`src/rtl/time_keeper_alarm_if.sv`:
```
`default_nettype none
// ============================================================================
//  Module      : time_keeper_alarm_if
//  Description : Control and display bundle of the time-of-day keeper.
//                slave  - seen by the keeper (controls in, time/alarm out)
//                master - seen by the driver (controls out, time/alarm in)
//  Signals     : mode_i[1:0]     00 run, 01 set secs, 10 set mins, 11 set hours
//                alarm_sel_i     plus/minus edit the alarm in modes 10/11
//                plus_pulse_i    single-cycle increment request
//                minus_pulse_i   single-cycle decrement request
//                fmt12_i         12h display format
//                alarm_en_i      alarm armed (level)
//                snooze_i        single-cycle dismiss-and-snooze request
//                secs_o/mins_o/hours_o          binary time of day
//                hours_disp_o/pm_o              display hour and PM flag
//                alarm_mins_o/alarm_hours_o     alarm setting
//                alarm_active_o  alarm sounding
//                tick_1hz_o      one-cycle pulse per second
//  Revision    : 1.0 - initial release
// ============================================================================
interface time_keeper_alarm_if;
    logic [1:0] mode_i;
    logic       alarm_sel_i;
    logic       plus_pulse_i;
    logic       minus_pulse_i;
    logic       fmt12_i;
    logic       alarm_en_i;
    logic       snooze_i;
    logic [7:0] secs_o;
    logic [7:0] mins_o;
    logic [7:0] hours_o;
    logic [7:0] hours_disp_o;
    logic       pm_o;
    logic [7:0] alarm_mins_o;
    logic [7:0] alarm_hours_o;
    logic       alarm_active_o;
    logic       tick_1hz_o;

    modport slave (
        input  mode_i, alarm_sel_i, plus_pulse_i, minus_pulse_i,
               fmt12_i, alarm_en_i, snooze_i,
        output secs_o, mins_o, hours_o, hours_disp_o, pm_o,
               alarm_mins_o, alarm_hours_o, alarm_active_o, tick_1hz_o
    );

    modport master (
        output mode_i, alarm_sel_i, plus_pulse_i, minus_pulse_i,
               fmt12_i, alarm_en_i, snooze_i,
        input  secs_o, mins_o, hours_o, hours_disp_o, pm_o,
               alarm_mins_o, alarm_hours_o, alarm_active_o, tick_1hz_o
    );
endinterface
`default_nettype wire

```
`src/rtl/time_keeper_alarm.sv`:
```
`default_nettype none
// ============================================================================
//  Module      : time_keeper_alarm
//  Description : 24h time-of-day keeper with a 1 Hz divider, per-field set
//                mode, 12h display output and one alarm with snooze.
//  Ports       : clk      system clock, rising edge
//                reset_n  asynchronous active-low reset
//                bus      time_keeper_alarm_if.slave (controls in, time out)
//  Parameters  : CLK_HZ       clk cycles per second tick
//                ALARM_SECS   ticks the alarm sounds if not dismissed (>=1)
//                SNOOZE_MINS  minutes from snooze to re-fire (1..59)
//                ALARM_RST_H  alarm hour after reset (0..23)
//  Revision    : 1.0 - initial release
// ============================================================================
module time_keeper_alarm #(
    parameter int CLK_HZ      = 50_000_000,
    parameter int ALARM_SECS  = 60,
    parameter int SNOOZE_MINS = 5,
    parameter int ALARM_RST_H = 6
) (
    input  wire logic            clk,
    input  wire logic            reset_n,
    time_keeper_alarm_if.slave   bus
);
    localparam int DIV_W = (CLK_HZ > 1) ? $clog2(CLK_HZ) : 1;
    localparam int ACT_W = $clog2(ALARM_SECS) + 1;
    localparam int SNZ_W = 12;
    localparam logic [DIV_W-1:0] DIV_MAX  = DIV_W'(CLK_HZ - 1);
    localparam logic [ACT_W-1:0] ACT_LAST = ACT_W'(ALARM_SECS - 1);
    localparam logic [SNZ_W-1:0] SNZ_LOAD = SNZ_W'(SNOOZE_MINS * 60);
    localparam logic [7:0]       AL_RST_H = 8'(ALARM_RST_H);

    logic [DIV_W-1:0] div_q,    div_d;
    logic [7:0]       secs_q,   secs_d;
    logic [7:0]       mins_q,   mins_d;
    logic [7:0]       hours_q,  hours_d;
    logic [7:0]       amins_q,  amins_d;
    logic [7:0]       ahours_q, ahours_d;
    logic             active_q, active_d;
    logic [ACT_W-1:0] act_cnt_q, act_cnt_d;
    logic             snz_pend_q, snz_pend_d;
    logic [SNZ_W-1:0] snz_cnt_q, snz_cnt_d;
    logic             tick_q;

    logic       run, tick, inc, dec, match;
    logic [7:0] nsecs, nmins, nhours;

    // Wrapping +1/-1 for a single field; no carry into neighbours.
    function automatic logic [7:0] step_field(input logic [7:0] v,
                                              input logic [7:0] maxv,
                                              input logic       up);
        if (up) return (v == maxv) ? 8'd0 : v + 8'd1;
        else    return (v == 8'd0) ? maxv : v - 8'd1;
    endfunction

    always_comb begin
        run  = (bus.mode_i == 2'b00);
        tick = run && (div_q == DIV_MAX);
        inc  = bus.plus_pulse_i & ~bus.minus_pulse_i;
        dec  = bus.minus_pulse_i & ~bus.plus_pulse_i;

        // Time one second ahead, used both for the run update and alarm match.
        nsecs  = (secs_q == 8'd59) ? 8'd0 : secs_q + 8'd1;
        nmins  = mins_q;
        nhours = hours_q;
        if (secs_q == 8'd59) begin
            nmins = (mins_q == 8'd59) ? 8'd0 : mins_q + 8'd1;
            if (mins_q == 8'd59)
                nhours = (hours_q == 8'd23) ? 8'd0 : hours_q + 8'd1;
        end
        match = (nhours == ahours_q) && (nmins == amins_q) && (nsecs == 8'd0);

        div_d    = (!run || tick) ? '0 : div_q + DIV_W'(1);
        secs_d   = secs_q;
        mins_d   = mins_q;
        hours_d  = hours_q;
        amins_d  = amins_q;
        ahours_d = ahours_q;

        if (tick) begin
            secs_d  = nsecs;
            mins_d  = nmins;
            hours_d = nhours;
        end else if (!run && (inc || dec)) begin
            case (bus.mode_i)
                2'b01: if (!bus.alarm_sel_i) secs_d = step_field(secs_q, 8'd59, inc);
                2'b10: if (bus.alarm_sel_i) amins_d = step_field(amins_q, 8'd59, inc);
                       else                 mins_d  = step_field(mins_q, 8'd59, inc);
                2'b11: if (bus.alarm_sel_i) ahours_d = step_field(ahours_q, 8'd23, inc);
                       else                 hours_d  = step_field(hours_q, 8'd23, inc);
                default: ;
            endcase
        end

        active_d   = active_q;
        act_cnt_d  = act_cnt_q;
        snz_pend_d = snz_pend_q;
        snz_cnt_d  = snz_cnt_q;

        if (!bus.alarm_en_i) begin
            active_d   = 1'b0;
            act_cnt_d  = '0;
            snz_pend_d = 1'b0;
            snz_cnt_d  = '0;
        end else if (bus.snooze_i && active_q) begin
            active_d   = 1'b0;
            act_cnt_d  = '0;
            snz_pend_d = 1'b1;
            snz_cnt_d  = SNZ_LOAD;
        end else if (tick) begin
            if (active_q) begin
                if (act_cnt_q == ACT_LAST) begin
                    active_d  = 1'b0;
                    act_cnt_d = '0;
                end else begin
                    act_cnt_d = act_cnt_q + ACT_W'(1);
                end
            end else begin
                // Snooze counts ticks while silent; the last one re-fires.
                if (match || (snz_pend_q && snz_cnt_q == SNZ_W'(1))) begin
                    active_d  = 1'b1;
                    act_cnt_d = '0;
                end
                if (snz_pend_q) begin
                    if (snz_cnt_q == SNZ_W'(1)) begin
                        snz_pend_d = 1'b0;
                        snz_cnt_d  = '0;
                    end else begin
                        snz_cnt_d = snz_cnt_q - SNZ_W'(1);
                    end
                end
            end
        end
    end

    always_ff @(posedge clk or negedge reset_n) begin
        if (!reset_n) begin
            div_q      <= '0;
            secs_q     <= 8'd0;
            mins_q     <= 8'd0;
            hours_q    <= 8'd0;
            amins_q    <= 8'd0;
            ahours_q   <= AL_RST_H;
            active_q   <= 1'b0;
            act_cnt_q  <= '0;
            snz_pend_q <= 1'b0;
            snz_cnt_q  <= '0;
            tick_q     <= 1'b0;
        end else begin
            div_q      <= div_d;
            secs_q     <= secs_d;
            mins_q     <= mins_d;
            hours_q    <= hours_d;
            amins_q    <= amins_d;
            ahours_q   <= ahours_d;
            active_q   <= active_d;
            act_cnt_q  <= act_cnt_d;
            snz_pend_q <= snz_pend_d;
            snz_cnt_q  <= snz_cnt_d;
            tick_q     <= tick;
        end
    end

    // 12h display: midnight shows 12, afternoon hours fold down by 12.
    always_comb begin
        bus.hours_disp_o = hours_q;
        if (bus.fmt12_i) begin
            if (hours_q == 8'd0)      bus.hours_disp_o = 8'd12;
            else if (hours_q > 8'd12) bus.hours_disp_o = hours_q - 8'd12;
        end
    end

    assign bus.pm_o           = bus.fmt12_i && (hours_q >= 8'd12);
    assign bus.secs_o         = secs_q;
    assign bus.mins_o         = mins_q;
    assign bus.hours_o        = hours_q;
    assign bus.alarm_mins_o   = amins_q;
    assign bus.alarm_hours_o  = ahours_q;
    assign bus.alarm_active_o = active_q;
    assign bus.tick_1hz_o     = tick_q;
endmodule
`default_nettype wire
```
`src/flat_wrapper.sv`:
```
// flat-port wrapper written by rule: the top's interface ports become plain ports
module time_keeper_alarm_flat 
#(
    parameter int CLK_HZ      = 50_000_000,
    parameter int ALARM_SECS  = 60,
    parameter int SNOOZE_MINS = 5,
    parameter int ALARM_RST_H = 6
)
  (clk, reset_n, bus_mode_i, bus_alarm_sel_i, bus_plus_pulse_i, bus_minus_pulse_i, bus_fmt12_i, bus_alarm_en_i, bus_snooze_i, bus_secs_o, bus_mins_o, bus_hours_o, bus_hours_disp_o, bus_pm_o, bus_alarm_mins_o, bus_alarm_hours_o, bus_alarm_active_o, bus_tick_1hz_o);
  time_keeper_alarm_if bus_i ();
  input  wire logic clk;
  input  wire logic reset_n;
  input wire logic [$bits(bus_i.mode_i)-1:0] bus_mode_i;
  input wire logic [$bits(bus_i.alarm_sel_i)-1:0] bus_alarm_sel_i;
  input wire logic [$bits(bus_i.plus_pulse_i)-1:0] bus_plus_pulse_i;
  input wire logic [$bits(bus_i.minus_pulse_i)-1:0] bus_minus_pulse_i;
  input wire logic [$bits(bus_i.fmt12_i)-1:0] bus_fmt12_i;
  input wire logic [$bits(bus_i.alarm_en_i)-1:0] bus_alarm_en_i;
  input wire logic [$bits(bus_i.snooze_i)-1:0] bus_snooze_i;
  output wire logic [$bits(bus_i.secs_o)-1:0] bus_secs_o;
  output wire logic [$bits(bus_i.mins_o)-1:0] bus_mins_o;
  output wire logic [$bits(bus_i.hours_o)-1:0] bus_hours_o;
  output wire logic [$bits(bus_i.hours_disp_o)-1:0] bus_hours_disp_o;
  output wire logic [$bits(bus_i.pm_o)-1:0] bus_pm_o;
  output wire logic [$bits(bus_i.alarm_mins_o)-1:0] bus_alarm_mins_o;
  output wire logic [$bits(bus_i.alarm_hours_o)-1:0] bus_alarm_hours_o;
  output wire logic [$bits(bus_i.alarm_active_o)-1:0] bus_alarm_active_o;
  output wire logic [$bits(bus_i.tick_1hz_o)-1:0] bus_tick_1hz_o;
  assign bus_i.mode_i = bus_mode_i;
  assign bus_i.alarm_sel_i = bus_alarm_sel_i;
  assign bus_i.plus_pulse_i = bus_plus_pulse_i;
  assign bus_i.minus_pulse_i = bus_minus_pulse_i;
  assign bus_i.fmt12_i = bus_fmt12_i;
  assign bus_i.alarm_en_i = bus_alarm_en_i;
  assign bus_i.snooze_i = bus_snooze_i;
  assign bus_secs_o = bus_i.secs_o;
  assign bus_mins_o = bus_i.mins_o;
  assign bus_hours_o = bus_i.hours_o;
  assign bus_hours_disp_o = bus_i.hours_disp_o;
  assign bus_pm_o = bus_i.pm_o;
  assign bus_alarm_mins_o = bus_i.alarm_mins_o;
  assign bus_alarm_hours_o = bus_i.alarm_hours_o;
  assign bus_alarm_active_o = bus_i.alarm_active_o;
  assign bus_tick_1hz_o = bus_i.tick_1hz_o;
  time_keeper_alarm #(.CLK_HZ(CLK_HZ), .ALARM_SECS(ALARM_SECS), .SNOOZE_MINS(SNOOZE_MINS), .ALARM_RST_H(ALARM_RST_H)) u_core (.clk(clk), .reset_n(reset_n), .bus(bus_i));
endmodule
```
`config.mk`:
```
export PLATFORM = sky130hd
export DESIGN_NAME = time_keeper_alarm_flat
export DESIGN_NICKNAME = d
export VERILOG_FILES = /design/src/rtl/time_keeper_alarm_if.sv /design/src/rtl/time_keeper_alarm.sv /design/src/flat_wrapper.sv
export SDC_FILE = /design/constraint.sdc
export NUM_CORES = 1
export LEC_CHECK = 0
export CORE_MARGIN = 5
export CORE_UTILIZATION = 50
export DETAILED_ROUTE_END_ITERATION = 6
export DONT_BUFFER_PORTS = 1
export GPL_TIMING_DRIVEN = 0
export PLACE_DENSITY = 0.73
export SETUP_SLACK_MARGIN = 0.05
export SYNTH_ARGS = -nofsm -noshare
export SYNTH_HDL_FRONTEND = slang
export SYNTH_SLANG_ARGS = --single-unit
```
`constraint.sdc`:
```
create_clock -name clk -period 2.8 [get_ports clk]
set_clock_uncertainty 0.05 [all_clocks]
set_input_delay 0.28 -clock clk [delete_from_list [all_inputs] [get_ports clk]]
set_output_delay 0.28 -clock clk [all_outputs]
set_load 0.01 [all_outputs]
```
After elaboration in Yosys (flattened, before gate mapping)
Index checks and enable logic that the tools add are counted.

Register bits: 88. Input bits: 10. Output and inout bits: 51. Word-level logic and storage cells: 138.

Add/sub/neg operators: 14. Magnitude comparators: 2. Eq/ne operators: 18. Multiplexer cells: 58. Bitwise operators: 5. Reductions and logical operators: 30.

Operators with widths (number): 8-bit 2-to-1 mux (33); 12-bit 2-to-1 mux (6); 8-bit logical NOT (6); 7-bit 2-to-1 mux (6); 8-bit by 1-bit adder with 8-bit output, second input constant (5); 8-bit by 1-bit subtractor with 8-bit output, second input constant (5); 26-bit by 1-bit adder with 26-bit output, second input constant (1); 26-bit equality test, second input constant (1); 26-bit 2-to-1 mux (1); 8-bit by 6-bit equality test with 1-bit output, second input constant (3); 8-bit by 5-bit equality test with 1-bit output, second input constant (2); 8-bit equality test (2); 12-bit by 1-bit equality test with 1-bit output, second input constant (1); 1-bit 2-to-1 mux (12); 3-bit AND reduction (4); 12-bit by 1-bit subtractor with 12-bit output, second input constant (1); 8-bit by 4-bit >= comparator with 1-bit output, second input constant (1); 8-bit by 4-bit > comparator with 1-bit output, second input constant (1); 4-bit AND reduction (2); 2-bit nonzero test (4); 8-bit by 4-bit subtractor with 8-bit output, second input constant (1); 7-bit by 1-bit adder with 7-bit output, second input constant (1); 7-bit by 6-bit equality test with 1-bit output, second input constant (1); 1-bit logical AND (7); other kinds (12) (20).

Logic depth before layout (Yosys ltp)
Depth in word-level cells: 13. Gate-level depth with buffers: 11. Depth with buffers taken out: 10.

Worst setup path before layout
No wires, ideal clock.

Path type: register to register. From: register u_core.secs_q[0], in the netlist u_core.bus.secs_o[0]. To: register u_core.act_cnt_q[0]. Library setup time: 0.134 ns. Data arrival time: 2.883 ns. Slack: -0.267 ns. Stages on the path, launching flop included: 12. Cells stage by stage: dfrtp_1 ha_1 buf_2 or4b_1 buf_2 nor4_2 xor2_1 o21a_1 a2111oi_2 nand4_1 o21ai_1 mux2i_1.

Word-level cells in the longest chain between the ends: 8. Elaborated cells between the ends (all ways): 13.

RTL lines: start: declaration (RTL line time_keeper_alarm.sv:34) `logic [7:0] secs_q, secs_d;`; start signal: assignment (RTL line time_keeper_alarm.sv:151) `secs_q <= secs_d;`; parallel branches: the longest is 4 deep, another holds 8-bit by 1-bit adder with 8-bit output; 1-bit logical AND * (RTL line time_keeper_alarm.sv:71) `match = (nhours == ahours_q) && (nmins == amins_q) && (nsecs == 8'd0);`; 1-bit logical OR * (RTL line time_keeper_alarm.sv:120) `if (match || (snz_pend_q && snz_cnt_q == SNZ_W'(1))) begin`; 4-bit by 1-bit != test with 1-bit output (no source line) *; 2-bit AND reduction (no source line) *; end signal: assignment (RTL line time_keeper_alarm.sv:157) `act_cnt_q <= act_cnt_d;`; end: declaration (RTL line time_keeper_alarm.sv:40) `logic [ACT_W-1:0] act_cnt_q, act_cnt_d;`.

Mark *: on every way between the ends. A chain may end at the register's enable or synchronous reset.

Worst setup path after layout
Same ends and word-level chain as after synthesis.

==> impl_metrics.tcl <==
set metrics [dict create \
    path_cells "ha_4, or4b_4, buf_8, nor4_4, buf_6, and4_4, a221oi_2, nor4_2, nand3_1, o21ai_2, mux2i_1" \
    tightest_slew_ps 691 \
    p_leak_uw 0.00314 \
    worstSetupPathType "reg -> reg" \
    layout.nets 946 \
    maxCapViolCount 0 \
    post-place-ws_ps -607 \
    status "finished, violations left" \
    post_synth_num_cell_types 76 \
    hp-start "bus_mode_i[1]" \
    cts-htree-levels 3 \
    rsz0062_at_grt "yes" \
    syn_inst 885 \
    dr.pass1.iters 5 \
    synth_nets 918 \
    finalSetupViolCount 8 \
    r2r-start "u_core.bus.secs_o[0]$_DFFE_PN0P_" \
    p_sw_share_pct 47.2 \
    vias_per_cell 6.21 \
    rows 43 \
    crit_arrival_ps 3290 \
    design.portCount 61 \
    yosysMostFrequentCell "nor2_1" \
    antennaDiodeCount 0 \
    ys_seq_area_share_pct 31.8 \
    ys_ff_latch 88 \
    critPathLaunchType "flop" \
    gp_congestion 0.944 \
    ys_top_cells_by_area "dfrtp_1, xor2_1, nor2_1" \
    cts_tree "done" \
    endpoint_kind "flop" \
    clk_latency_ps 350 \
    start_util_pct 50.5 \
    drcViolationCount 0 \
    slew_headroom_pct 53.9 \
    dieArea_mm2 0.0163 \
    setup_ws_ps -317 \
    worstPathRequired_ps 2980 \
    drt-total-wl_mm 19.4 \
    worstReg2RegEnd "u_core.act_cnt_q[0]$_DFFE_PN0P_" \
    port_buffers 0 \
    cts_buffer_depth 2 \
    grt_pass1_wl_mm 32.2 \
    min_period_over_period_pct 111 \
    synth_top_area_share_pct 31.0 \
    grt_max_degree 89 \
    rr_worst_depth 11 \
    drv_slew 0 \
    area_growth_pct 14.1 \
    grt_overflow_total 0 \
    hold_class "in -> reg" \
    numCtsBuffers 9 \
    postSynthAreaPerCell_um2 7.83 \
    max_freq_ghz 0.321 \
    finish.utilization_pct 57.6 \
    whs_path_depth 2 \
    ir_worst_vdd_mv 0.528 \
    die_h_um 128 \
    clock-root-buffer "clkbuf_16" \
    p_clk_share_pct 17.6 \
    max_stage_delay_ps 480 \
    ys_warn_count 0 \
    synth_top_area_cell "dfrtp_1" \
    synth_area_mm2 0.00693 \
    p_switching_uw 3320 \
    critPathMaxFanout 8 \
    wl_per_cell_um 17.6 \
    dp_hpwl_mm 13.7 \
    cts.sinks 88 \
    hold_violations 0 \
    slowest_stage "dfrtp_2" \
    drt_iter0_markers 729 \
    grt_use_total_pct 24.1 \
    drive_above_1_share_pct 12.6 \
    drtAntennaViolNets 0 \
    min_to "u_core.div_q[6]$_DFF_PN0_" \
    power_frac_seq_pct 31.8 \
    grt_pass1_vias 6318 \
    synth-edff-count 0 \
    synthArstFlopShare_pct 100 \
    rrSetupSlack_ps -320 \
    finalCriticalPeriod_ps 3120 \
    vias 6821 \
    power.internal_uw 3710 \
    violations "negative setup slack" \
    core_mm2 0.0137 \
    power.density_mw_per_mm2 889 \
    antenna_found_initial 0 \
    comb_power_share_pct 50.6 \
    synth_common_cells "nor2_1, dfrtp_1, nand2_1" \
    path_clk_slew_ps 70 \
    dieWidth_um 128 \
    ys_dominant_reg_cell "dfrtp_1" \
]
==> repair_timing <==
action	4_1_cts	5_1_grt
pin swaps	9	9
gates resized for setup	29	44
setup endpoints to repair	38	21
endpoints found under the hold margin	88	0
hold buffers	2	0
buffers inserted	9	10
==> placed cells by master, fill, tap and decap left out, drive strengths merged, types with 6 or more instances in the layout <==
| cell type | count |
|---|---|
| a21oi | 54 |
| a31oi | 22 |
| and2 | 8 |
| and3 | 17 |
| and4 | 6 |
| buf | 34 |
| clkbuf | 53 |
| dfrtp | 86 |
| ha | 23 |
| inv | 38 |
| nand2 | 85 |
| nand3 | 52 |
| nand4 | 17 |
| nor2 | 88 |
| nor3 | 27 |
| nor4 | 16 |
| nor4b | 8 |
| o211ai | 7 |
| o21a | 7 |
| o21ai | 61 |
| o22ai | 12 |
| o31ai | 8 |
| or3 | 11 |
| xnor2 | 32 |
| xor2 | 38 |
==> metal layers <==
layer | wire, um | up-vias | global-route usage [%] | share of wire (%)
li1 | - | 3280 | - | -
met1 | 8400 | 3243 | 32.7 | 43
met2 | 9080 | 257 | 38.4 | 47
met3 | 1430 | 41 | 4.83 | 7.4
met4 | 459 | 0 | 8.11 | 2.4
met5 | 0 | - | 0 | 0
==> critical path: cells and delay by family, from the launching register on <==
family                   cells  cell delay (ps)
AND/OR/NAND/NOR              5             1530
flip-flops                   1              480
buffers and inverters        2              330
AO/OA/AOI/OAI                2              300
adder cells (fa/ha/maj)      1              180
multiplexers                 1              110
==> state kept, by name (all words and copies together) (netlist names), 7 cells and up <==
name,cells
u_core.bus.secs_o,8
u_core.bus.mins_o,8
u_core.bus.alarm_hours_o,8
u_core.snz_cnt_q,12
u_core.bus.hours_o,8
u_core.div_q,26
u_core.bus.alarm_mins_o,8
u_core.act_cnt_q,7
==> through the flow <==
stage | TNS (ps) | std cells | hold slack, ps | cell area, um^2 | total power [uW]
finish | -2330 | 1098 | 58.4 | 7910 | 7030
global route | -2990 | 1098 | 59.5 | 7910 | 7560
CTS | -2530 | 1088 | 53.8 | 7730 | 6900
detailed placement | -7100 | 1065 | -62.5 | 7260 | 5510
global placement | -6110 | 1065 | -62.3 | 7260 | 5470
floorplan | -16.7 | 885 | -65.6 | 7030 | 4740
==> power by group through the flow <==
| stage | registers [uW] | clock network, uW | logic (uW) |
|---|---|---|---|
| final | 2240 | 1240 | 3550 |
| after global routing | 2300 | 1310 | 3940 |
| after CTS | 2220 | 1250 | 3420 |
| after detailed placement | 2230 | 0 | 3280 |
| after global placement | 2220 | 0 | 3240 |
| after floorplan | 2050 | 0 | 2690 |
==> worst max path at each step <==
| stage | startpoint | end | slack (ps) | cells past startpoint |
|---|---|---|---|---|
| after floorplan | u_core.bus.secs_o[0]$_DFFE_PN0P_ | u_core.act_cnt_q[1]$_DFFE_PN0P_ | -10 | 11 |
| after global placement | u_core.bus.secs_o[0]$_DFFE_PN0P_ | u_core.act_cnt_q[0]$_DFFE_PN0P_ | -540 | 11 |
| after detailed placement | u_core.bus.secs_o[4]$_DFFE_PN0P_ | u_core.act_cnt_q[2]$_DFFE_PN0P_ | -610 | 8 |
| after CTS | u_core.bus.secs_o[0]$_DFFE_PN0P_ | u_core.act_cnt_q[0]$_DFFE_PN0P_ | -350 | 11 |
| after global routing | u_core.bus.secs_o[0]$_DFFE_PN0P_ | u_core.act_cnt_q[5]$_DFFE_PN0P_ | -400 | 12 |
| final | u_core.bus.secs_o[0]$_DFFE_PN0P_ | u_core.act_cnt_q[0]$_DFFE_PN0P_ | -320 | 11 |
==> cell families after synthesis <==
family                   Yosys count  synth area share (%)
AO/OA/AOI/OAI                    234                  21.8
XOR/XNOR                          70                  8.84
adder cells (fa/ha/maj)           23                  4.15
buffers and inverters             97                  5.43
flip-flops                        88                  31.8
multiplexers                       6                 0.903
AND/OR/NAND/NOR                  367                  27.1
==> cell type report <==
cell class	count	area (um^2)
Sequential cell	88	2220
Clock inverter	5	57.6
Timing Repair Buffer	21	184
Buffer	56	265
Fill cell	1270	5810
Multi-Input combinational cell	700	4580
Inverter	37	144
Tap cell	180	225
Clock buffer	11	233
No activity file was read; power rests on OpenSTA's default activity.
==> RTL change 1: new RTL, same settings <==
`ALARM_SECS` is set to 60 in 2 places; all go to 120.
--- a/src/rtl/time_keeper_alarm.sv
+++ b/src/rtl/time_keeper_alarm.sv
@@ -14,7 +14,7 @@
 // ============================================================================
 module time_keeper_alarm #(
     parameter int CLK_HZ      = 50_000_000,
-    parameter int ALARM_SECS  = 60,
+    parameter int ALARM_SECS  = 120,
     parameter int SNOOZE_MINS = 5,
     parameter int ALARM_RST_H = 6
 ) (
--- a/src/flat_wrapper.sv
+++ b/src/flat_wrapper.sv
@@ -2,7 +2,7 @@
 module time_keeper_alarm_flat 
 #(
     parameter int CLK_HZ      = 50_000_000,
-    parameter int ALARM_SECS  = 60,
+    parameter int ALARM_SECS  = 120,
     parameter int SNOOZE_MINS = 5,
     parameter int ALARM_RST_H = 6
 )
Formal check against the unedited RTL: same outputs for any inputs over 4 cycles, from zero or initial values and one cycle with reset_n low; that may be too few to reach the edited logic, so the function may still have changed.
==> RTL change 1 against the original RTL <==
The flow finishes with violations (design-rule violations, negative setup slack). Non-clock buffer count increased by 13. Design area rose by 4.6%. Critical path depth did not move. Worst setup slack got worse by 0.095 ns. Area after synthesis grew 3.5%. Sequential power is 4% lower. Synthesized cell count is 0.90% higher. Sequential cell count grew 1. Routed wire length increased by 11%. Total power rose by 2.5%. Largest cell class unchanged. Largest power group unchanged. Highest routed layer unchanged.
==> RTL change 1: results (changes against the original RTL) <==
[global_route]
grt_pass1_vias=6560  ; +3.8%
antenna_found_initial=0  ; unchanged
grt.total_usage_pct=25.0  ; +0.98 points
grt_max_degree=90  ; +1.1%

[place]
post-place-ws_ns=-0.623  ; -0.0169 ns
portBuffers=0  ; unchanged
hpwl_um=14800  ; +8.0%
place.gp.congestion=0.978  ; +3.6%
dp.cells=1073  ; +0.75%

[outcome]
status=finished, violations left
violations=design-rule violations, negative setup slack

[timing]
setup_tns_ns=-3.10  ; -0.773 ns
slew-limit-headroom_pct=34.2  ; -20 points
finalSetupViolCount=9  ; +1
timing.final.ws_setup_ns=-0.412  ; -0.0950 ns

[cells_and_area]
layout.nets=973  ; +2.9%
antenna_cells=0  ; unchanged
fill_cells=1223  ; -3.7%
drive_gt1_share_pct=16.3  ; +3.7 points

[synth]
synth_cell_types=97  ; +28%
syn_nets=926  ; +0.87%
synth_commonest_cells=95 x nor2_1, 92 x nand2_1, 87 x dfrtp_1, 63 x o21ai_0
synthCells=893  ; +0.90%
synthFlopType=dfrtp_1
ys_seq_area_share_pct=31.1  ; -0.72 points
yosys_warnings=0  ; unchanged
synth.area.top_cells=dfrtp_1 30%, nor2_1 5.0%, nand2_1 4.8%

[power]
peakVddDrop_mv=0.374  ; -29%
p_leak_nw=3.27  ; +4.2%
internal_power_w=0.00380  ; +2.3%

[worst_hold_path]
holdPathStages=1  ; -1
whs_endpoint=u_core.snz_pend_q
min-delay-start=bus_alarm_en_i

[drt]
firstDrtPassIters=7  ; +2
vias=7347  ; +7.7%
drcViolationCount=2  ; +2
detailedRoute.firstIterationViolations=949  ; +30%
wl_met3_um=1950  ; +36%
viasPerCell=6.53  ; +5.1%
finalWirelength_um=21500  ; +11%
wl_met1_um=8930  ; +6.2%

[worst_setup_path]
worstSetupStartpoint=u_core.bus.secs_o[6]
cp_max_fo=10  ; +2
arrival_ns=3.40  ; +0.11 ns

[clock_tree]
cts-htree-levels=3  ; unchanged

==> RTL change 1: changes by cell type in the layout (fill, tap and decap cells not counted), moves of 6 or more <==
cell	before	now
clkbuf_1	32	20
xor2_1	38	24
buf_4	20	37
buf_6	2	8
a21oi_1	54	48
o21ai_0	56	62
o21a_1	7	1
o221ai_1	4	12
==> RTL change 1: through the flow <==
step / instance area, µm² / hold WS [ns]
2_1_floorplan: 7180 / -0.0656
3_3_place_gp: 7410 / -0.0621
3_5_place_dp: 7410 / -0.0623
4_1_cts: 7930 / 0.0114
5_1_grt: 8270 / 0.00782
6_report: 8270 / 0.0160
==> RTL change 1: worst max-delay path: stages (launching register included) <==
cell       delay, ns
dfrtp_2         0.45
buf_6           0.15
nor4b_4         0.42
nand2_4         0.14
buf_6           0.17
a311oi_2        0.19
o22ai_1         0.16
a2111oi_2       0.40
nor4bb_4        0.50
a21oi_4         0.18
a211oi_2        0.18
o32ai_1         0.10
==> RTL change 1: how the worst max path moves through the flow <==
stage,end
after floorplan,u_core.bus.alarm_active_o
after global placement,u_core.bus.alarm_active_o
after detailed placement,u_core.bus.alarm_active_o
after CTS,u_core.act_cnt_q[4]
after global routing,u_core.act_cnt_q[4]
final,u_core.act_cnt_q[4]
==> RTL change 1: area by class of cell <==
| type | instances | area share (%) |
|---|---|---|
| Buffer | 53 | 3.60 |
| Clock buffer | 10 | 2.89 |
| Clock inverter | 6 | 0.908 |
| Inverter | 34 | 1.60 |
| Multi-Input combinational cell | 716 | 57.4 |
| Sequential cell | 89 | 27.1 |
| Tap cell | 180 | 2.72 |
| Timing Repair Buffer | 37 | 3.75 |
==> RTL change 1: metal layers <==
layer	track usage, %	vias up
met4	10.9	0
li1	-	3392
met5	0	-
met3	3.85	78
met1	34.7	3454
met2	39.1	423
==> RTL change 1: cells by family (layout without fill, tap and decap cells) <==
logic type | after synthesis | after routing | share of synthesized area, %
flops | 89 | 89 | 31.1
buf+inv | 88 | 140 | 5.39
mux | 3 | 3 | 0.593
simple gates | 380 | 380 | 28.0
xor+xnor | 60 | 60 | 7.33
fa+ha+maj | 23 | 23 | 4.01
compound gates | 250 | 250 | 23.6
==> RTL change 1: power by group through the flow <==
stage / Sequential [W] / Combinational [W] / Clock (W)
6_report: 0.00215 / 0.00376 / 0.00129
4_1_cts: 0.00213 / 0.00342 / 0.00131
5_1_grt: 0.00220 / 0.00406 / 0.00137
3_5_place_dp: 0.00215 / 0.00331 / 0
2_1_floorplan: 0.00198 / 0.00269 / 0
3_3_place_gp: 0.00214 / 0.00329 / 0
==> RTL change 1: repair_timing <==
item | 4_1_cts | 5_1_grt
endpoints found under the setup margin | 36 | 43
pin swaps | 17 | 31
endpoints found under the hold margin | 89 | 0
hold buffers | 2 | 0
gates cloned | 0 | 1
buffers inserted | 12 | 22
resized for setup | 28 | 66
==> RTL change 2: new RTL, same flow settings <==
Without the edit above. One comparison of `act_cnt_q` changes from == to >=.
--- a/src/rtl/time_keeper_alarm.sv
+++ b/src/rtl/time_keeper_alarm.sv
@@ -109,7 +109,7 @@
             snz_cnt_d  = SNZ_LOAD;
         end else if (tick) begin
             if (active_q) begin
-                if (act_cnt_q == ACT_LAST) begin
+                if (act_cnt_q >= ACT_LAST) begin
                     active_d  = 1'b0;
                     act_cnt_d = '0;
                 end else begin
Function: no difference found for any inputs over 4 cycles, from zero or initial values and one cycle with reset_n low; that may be too few to reach the edited logic, so the function may still have changed.
==> RTL change 2 against the original RTL <==
Total power increased by 2.0%. Routed wire length increased by 5.0%. Area after synthesis down 0.54%. Critical path type unchanged. Worst setup slack improved by 0.18 ns. The run still ends with negative setup slack left. Count of clock-buffer cells in the layout down 2. Largest power group unchanged. Sequential share of layout area decreased by 0.84 points. Design area rose by 3.1%. Sequential cell count unchanged.
==> RTL change 2: results (changes against the original RTL) <==
[clock_tree]
cts_buffers=9  ; unchanged
cts-htree-levels=3  ; unchanged
clk_path_buf_depth=2  ; unchanged
clk_latency_ns=0.36
cts-root-buf=clkbuf_16
cts.clk_slew.worst_paths_ns=0.07  ; about the same

[place]
place.gp.congestion=0.905  ; -4.2%
dpl_cell_area_um2=7120  ; -1.8%
portBuffers=0  ; unchanged
dp.cells=1053  ; -1.1%
hpwl_um=13700  ; +0.13%

[global_route]
grt.total_usage_pct=23.9  ; -0.15 points
grt_pass1_wl_um=31900  ; -1.0%
antenna_found_initial=0  ; unchanged
grt_max_degree=89  ; unchanged
grt_pass1_vias=6342  ; +0.38%

[cells_and_area]
drive_gt1_share_pct=18.0  ; +5.4 points
top_regs=u_core.div_q x26, u_core.snz_cnt_q x12
antenna_cells=0  ; unchanged
layout.nets=950  ; +0.42%

[drt]
firstDrtPassIters=6  ; +1
detailedRoute.firstIterationViolations=779  ; +6.9%
avgRoutedWirePerCell_um=18.4  ; +4.6%
viasPerCell=6.40  ; +3.0%
vias=7054  ; +3.4%

[worst_setup_path]
cp_max_fo=7  ; -1
max_stage_delay_ns=0.51  ; +0.03 ns
arrival_ns=3.17  ; -0.12 ns
crit_slowest_cell=dfrtp_1
crit_family=compound AO/OA/AOI/OAI gates

[worst_hold_path]
hold_path.class=in -> reg

[synth]
synth-xor-area-share_pct=7.88  ; -0.97 points
synth_adder_area_share_pct=4.17  ; +0.023 points
syn_nets=906  ; -1.3%
ys_seq_area_share_pct=32.0  ; +0.17 points
avgSynthCellArea_um2=7.90  ; +0.83%
synth_compound_area_share_pct=22.0  ; +0.21 points
synth_cell_types=80  ; +5.3%
muxShareOfSynthArea_pct=0.744  ; -0.16 points
async_reset_ff_share_pct=100  ; unchanged
yosys_warnings=0  ; unchanged
synth_commonest_cells=89 x nand2_1, 86 x dfrtp_1, 82 x nor2_1, 67 x o21ai_0, 51 x a21oi_1
synth.area.top_cells=dfrtp_1 31%, o21ai_0 4.9%, nand2_1 4.8%
synthFlopType=dfrtp_1

[timing]
slew-limit-headroom_pct=46.9  ; -7.0 points
timing.final.ws_setup_ns=-0.135  ; +0.182 ns
finalSetupViolCount=7  ; -1
finalHoldViolCount=0  ; unchanged

[outcome]
violations=negative setup slack
status=finished, violations left

[power]
peakVddDrop_mv=0.413  ; -22%
p_leak_nw=3.21  ; +2.0%

[RTL change 2: changes by cell type in the layout (fill, tap and decap cells not counted), sizes merged, moves of 5 or more]
cell	before	now
a21boi	5	0
and3	17	22
buf	34	50
clkbuf	53	42
xor2	38	29
or3	11	16
o21ai	61	73
o21a	7	0
nor4b	8	3
nor3	27	42
[RTL change 2: cell families (layout without fill, tap and decap cells)]
group	after synthesis	count (layout)
muxes	5	5
buffers and inverters	85	133
and+or+nand+nor	378	378
DFF	88	88
xor gates and xnor gates	62	62
adders and majority gates	23	23
AOI/OAI and AO/OA	232	233
[RTL change 2: final timing paths]
| check | start | end | slack (ns) | depth (start not counted) |
|---|---|---|---|---|
| max in group asynchronous | reset_n | u_core.bus.alarm_hours_o[1] | 1.87 | 2 |
| max reg2reg | u_core.bus.hours_o[1] | u_core.act_cnt_q[0] | -0.14 | 10 |
| min | bus_snooze_i | u_core.snz_pend_q | 0.16 | 2 |
| min reg2reg | u_core.snz_cnt_q[7] | u_core.snz_cnt_q[7] | 0.41 | 1 |
| min in group asynchronous | reset_n | u_core.snz_cnt_q[7] | 0.46 | 2 |
| max | u_core.bus.hours_o[1] | u_core.act_cnt_q[0] | -0.14 | 10 |
[RTL change 2: area by class of cell]
cell class / instances / area (µm²)
inverter: 33 / 134
multi-input combinational: 701 / 4690
sequential: 88 / 2220
fill: 1222 / 5560
timing repair buffer: 33 / 292
buffer: 51 / 309
clock buffer: 9 / 225
tap: 180 / 225
clock inverter: 7 / 60.1
[RTL change 2: per-layer routing]
metal	part of all wire (%)	track usage, %
met3	8.1	4.72
met4	3.1	10.5
met5	0	0
met1	43	32.5
met2	46	37.0
[RTL change 2: what timing repair did]
item / 4_1_cts / 5_1_grt
pin swaps: 13 / 46
endpoints found under the hold margin: 88 / 0
buffers inserted: 6 / 24
gates resized for setup: 46 / 102
endpoints found under the setup margin: 22 / 33
hold buffers: 2 / 0
gates cloned: 0 / 2
[RTL change 2: stage by stage]
stage,TNS [ns],worst slack (ns),total power [W]
6_report,-0.715,-0.135,0.00717
5_1_grt,-1.86,-0.276,0.00764
4_1_cts,-0.897,-0.176,0.00677
3_5_place_dp,-3.83,-0.583,0.00533
3_3_place_gp,-3.51,-0.528,0.00528
2_1_floorplan,0,0.0530,0.00457
[RTL change 2: power by group]
group          switching, W  leakage [nW]  internal (W)  total (W)
clock network      0.000589         0.143      0.000622    0.00121
logic               0.00220          1.93       0.00150    0.00370
registers          0.000652          1.14       0.00160    0.00226
total               0.00344          3.21       0.00373    0.00717
